**src/rtl/sync_fifo_fl.sv**
```systemverilog
// Single-clock FIFO with occupancy count, level flags and sticky errors.
// Define SYNC_FIFO_FWFT_EN for first-word fall-through reads.
module sync_fifo_fl #(
  parameter int DSIZE      = 8,
  parameter int ASIZE      = 4,
  parameter int AFULL_LVL  = 2**ASIZE-2,
  parameter int AEMPTY_LVL = 2
) (
  input  logic             clk,
  input  logic             rst,
  input  logic [DSIZE-1:0] wdata,
  input  logic             winc,
  input  logic             rinc,
  output logic [DSIZE-1:0] rdata,
  output logic             rvalid,
  output logic             wfull,
  output logic             rempty,
  output logic             walmost_full,
  output logic             ralmost_empty,
  output logic [ASIZE:0]   count,
  output logic             overflow,
  output logic             underflow
);

  localparam int DEPTH = 2**ASIZE;
  localparam logic [ASIZE:0] DEPTH_W = DEPTH[ASIZE:0];
  localparam logic [ASIZE:0] AF_W = AFULL_LVL[ASIZE:0];
  localparam logic [ASIZE:0] AE_W = AEMPTY_LVL[ASIZE:0];
  localparam logic [ASIZE:0] ONE = {{ASIZE{1'b0}}, 1'b1};

  logic [DSIZE-1:0] mem [DEPTH];
  logic [ASIZE:0]   wptr;
  logic [ASIZE:0]   rptr;
  logic [ASIZE:0]   count_nxt;
  logic [ASIZE-1:0] waddr;
  logic [ASIZE-1:0] raddr;
  logic             wen;
  logic             ren;

  assign waddr = wptr[ASIZE-1:0];
  assign raddr = rptr[ASIZE-1:0];
  // Acceptance looks only at registered flags, never at the other port.
  assign wen = winc && !wfull;
  assign ren = rinc && !rempty;

  always_comb begin
    count_nxt = count;
    unique case (1'b1)
      wen && !ren: count_nxt = count + ONE;
      ren && !wen: count_nxt = count - ONE;
      default:     count_nxt = count;
    endcase
  end

  always_ff @(posedge clk) begin
    if (wen && !rst)
      mem[waddr] <= wdata;
  end

  always_ff @(posedge clk) begin
    if (rst) begin
      wptr          <= '0;
      rptr          <= '0;
      count         <= '0;
      wfull         <= 1'b0;
      rempty        <= 1'b1;
      walmost_full  <= 1'b0;
      ralmost_empty <= 1'b1;
      overflow      <= 1'b0;
      underflow     <= 1'b0;
    end else begin
      if (wen)
        wptr <= wptr + ONE;
      if (ren)
        rptr <= rptr + ONE;
      count         <= count_nxt;
      wfull         <= (count_nxt == DEPTH_W);
      rempty        <= (count_nxt == '0);
      walmost_full  <= (count_nxt >= AF_W);
      ralmost_empty <= (count_nxt <= AE_W);
      overflow      <= overflow | (winc & wfull);
      underflow     <= underflow | (rinc & rempty);
    end
  end

`ifdef SYNC_FIFO_FWFT_EN
  always_comb begin
    rdata  = rempty ? '0 : mem[raddr];
    rvalid = !rempty;
  end
`else
  always_ff @(posedge clk) begin
    if (rst) begin
      rdata  <= '0;
      rvalid <= 1'b0;
    end else begin
      rvalid <= ren;
      if (ren)
        rdata <= mem[raddr];
    end
  end
`endif

endmodule

```
**config.mk**
```make
export PLATFORM = sky130hd
export DESIGN_NAME = sync_fifo_fl
export DESIGN_NICKNAME = d
export VERILOG_FILES = /design/src/rtl/sync_fifo_fl.sv
export SDC_FILE = /design/constraint.sdc
export NUM_CORES = 1
export LEC_CHECK = 0
export CORE_UTILIZATION = 29
export CTS_CLUSTER_DIAMETER = 120
export DETAILED_ROUTE_END_ITERATION = 8
export PLACE_DENSITY = 0.5
export REMOVE_ABC_BUFFERS = 1
export SETUP_SLACK_MARGIN = 0.5
export SYNTH_ARGS = -nofsm -noshare
export SYNTH_HDL_FRONTEND = slang
export SYNTH_SLANG_ARGS = --single-unit
```
**constraint.sdc**
```tcl
create_clock -name clk -period 4.3 [get_ports clk]
set_input_delay 0.86 -clock clk [delete_from_list [all_inputs] [get_ports clk]]
set_output_delay 0.86 -clock clk [all_outputs]
set_load 0.005 [all_outputs]
```
==> results.json <==
{
  "status": "completed",
  "area_growth_pct": 20.4,
  "cts-resized-gates": 0,
  "finalSetupViolations": 0,
  "crit_chain": "clkdlybuf4s50_1 > nor2b_2 > inv_4 > nand2_1 > xnor2_1 > ha_1 > nor3b_1 > a31oi_1 > a221oi_2 > xnor2_1 > a41o_1",
  "grt_use_total_pct": 13.0,
  "synth_common_cells": "edfxtp_1, nor2_1, mux4_2",
  "portBuffers": 31,
  "start_util_pct": 29.5,
  "row_count": 53,
  "final_area_mm2": 0.00745,
  "ys_seq_elements": 156,
  "crit_slowest_cell": "clkdlybuf4s50_1",
  "post_drt_wl_per_cell_um": 18.5,
  "globalRouteOverflowTotal": 0,
  "finalCriticalPeriod_ns": 3.11,
  "arrival_ns": 3.47,
  "drtAntennaViolNets": 0,
  "dpl-instance-area_mm2": 0.00688,
  "hold_buffers": 0,
  "antenna_found_initial": 0,
  "path_max_fanout": 8,
  "grt_pass1_wl_um": 20100,
  "drive_gt1_share_pct": 21.1,
  "fp.dieH_um": 148,
  "slew_headroom_pct": 33.0,
  "synth.avg_cell_area_um2": 16.9,
  "clk_latency_ns": 0.42,
  "totalPowerFinal_mw": 3.82,
  "io_pins": 32,
  "finish.utilization_pct": 35.5,
  "crit_path_end_kind": "flop",
  "drc": 0,
  "max_stage_delay_ns": 0.48,
  "die_area_mm2": 0.0219,
  "grt_max_degree": 36,
  "synth_cell_types": 45,
  "numClockSinks": 156,
  "clock_path_buffers": 2,
  "setup_tns_ns": 0,
  "synth_flop_cell": "edfxtp_1",
  "ys_seq_area_share_pct": 71.2,
  "drv_cap": 0,
  "worst_pin_slew_ns": 1.00,
  "postSynth.asyncResetShare_pct": 0,
  "drv_slew": 0,
  "fmax_mhz": 322,
  "initialDrtViolationCount": 191,
  "drtPass1Iterations": 4,
  "die_x_um": 148,
  "synth_top_area_share_pct": 62.1,
  "finalHoldViolations": 0,
  "synth_edf_count": 128,
  "rsz0062_at_grt": "false",
  "cts_tree": "yes",
  "htreeDepth": 4,
  "power_density_mw_per_mm2": 512,
  "core_area_mm2": 0.0210,
  "synthCells": 366,
  "vias": 3279,
  "fin_skew_ns": 0.00597,
  "root_buffer": "clkbuf_16",
  "max-vdd-ir-drop_uv": 210,
  "diodes": 0,
  "yosys.cell_count.top_type": "edfxtp_1",
  "hp-class": "flop to flop",
  "vias_per_cell": 4.68,
  "nNetsFinal": 432,
  "cts_buffers": 17,
  "cts_setup_buffers": 0,
  "period_share_pct": 72.3,
  "synth_area_leaders": "edfxtp_1, mux4_2, dfxtp_1",
  "power.leakage_nw": 2.38,
  "synth_top_area_cell": "edfxtp_1",
  "wirelength_um": 13000,
  "gp_congestion": 0.736,
  "dp_hpwl_um": 7970,
  "startpoint_type": "primary input",
  "clk_pin_slew_ns": 0.06,
  "crit_type": "primary input to flop",
  "syn_area_mm2": 0.00619,
  "ys_warn_count": 0,
  "cpMostUsedCell": "xnor2_1",
  "cp.required_ns": 4.66,
  "grt_pass1_vias": 3386
}
==> where the power goes <==
| group | internal (mW) | leakage [nW] | switching, mW |
|---|---|---|---|
| sequential | 1.70 | 1.38 | 0.0836 |
| combinational | 0.311 | 0.717 | 0.275 |
| clock | 0.873 | 0.276 | 0.577 |
| total | 2.88 | 2.38 | 0.935 |
==> registers in the layout, summed over array words and instances (netlist names), 4 cells and up <==
signal	count
count	5
mem	128
rdata	8
rptr	4
wptr	4
==> final cells by class <==
type / instances / area, µm²
multi-input combinational: 180 / 1650
inverter: 8 / 32.5
sequential: 156 / 4410
clock inverter: 9 / 109
fill: 2013 / 13500
tap: 275 / 344
clock buffer: 23 / 458
timing repair buffer: 50 / 453
==> logic make-up after synthesis <==
logic type               Yosys count  share of synthesized area [%]
AO/OA/AOI/OAI                     55                           6.13
XOR/XNOR                          11                           1.56
adder cells (fa/ha/maj)            7                           1.42
buffers and inverters             30                           2.20
flip-flops                       156                           71.2
multiplexers                      33                           11.8
AND/OR/NAND/NOR                   74                           5.68
==> layer usage <==
metal | part of all wire (%) | global-route usage [%] | vias to the layer above
li1 | - | - | 1519
met1 | 46 | 16.7 | 1707
met2 | 50 | 20.9 | 39
met3 | 2.7 | 3.44 | 14
met4 | 1.5 | 5.00 | 0
met5 | 0 | 0 | -
==> worst max-delay path: cells and delay by family <==
family | cells | cell delay, ns
and+or+nand+nor | 3 | 0.70
buffers and inverters | 2 | 0.58
xor gates and xnor gates | 2 | 0.40
adders and majority gates | 1 | 0.25
AOI/OAI and AO/OA | 3 | 0.68
==> metrics by stage <==
step / setup WS, ns / cells / hold WS [ns]
floorplan: 1.31 / 344 / 0.460
global placement: 0.831 / 669 / 0.455
detailed placement: 0.770 / 669 / 0.463
CTS: 1.21 / 701 / 0.478
global route: 0.988 / 701 / 0.522
finish: 1.19 / 701 / 0.472
==> cell usage in the layout, fill, tap and decap left out, drive strengths merged, types with 3 or more instances in the layout <==
master,count
inv,11
nand2,13
buf,19
dfxtp,28
nor3,6
edfxtp,128
mux4,32
clkinv,3
nor2b,3
nand2b,3
a21oi,23
nor2,36
nand4,3
xor2,5
a22oi,16
o31ai,3
clkdlybuf4s50,31
xnor2,6
ha,7
clkbuf,23
==> worst paths after layout <==
path	startpoint	end	slack, ns	cells after the start
worst max-delay path	winc	ralmost_empty	1.19	11
worst min-delay path	overflow	overflow	0.47	2
worst max register to register	wfull	ralmost_empty	1.80	10
worst min register to register	overflow	overflow	0.47	2
No activity file was read; power rests on OpenSTA's default activity.
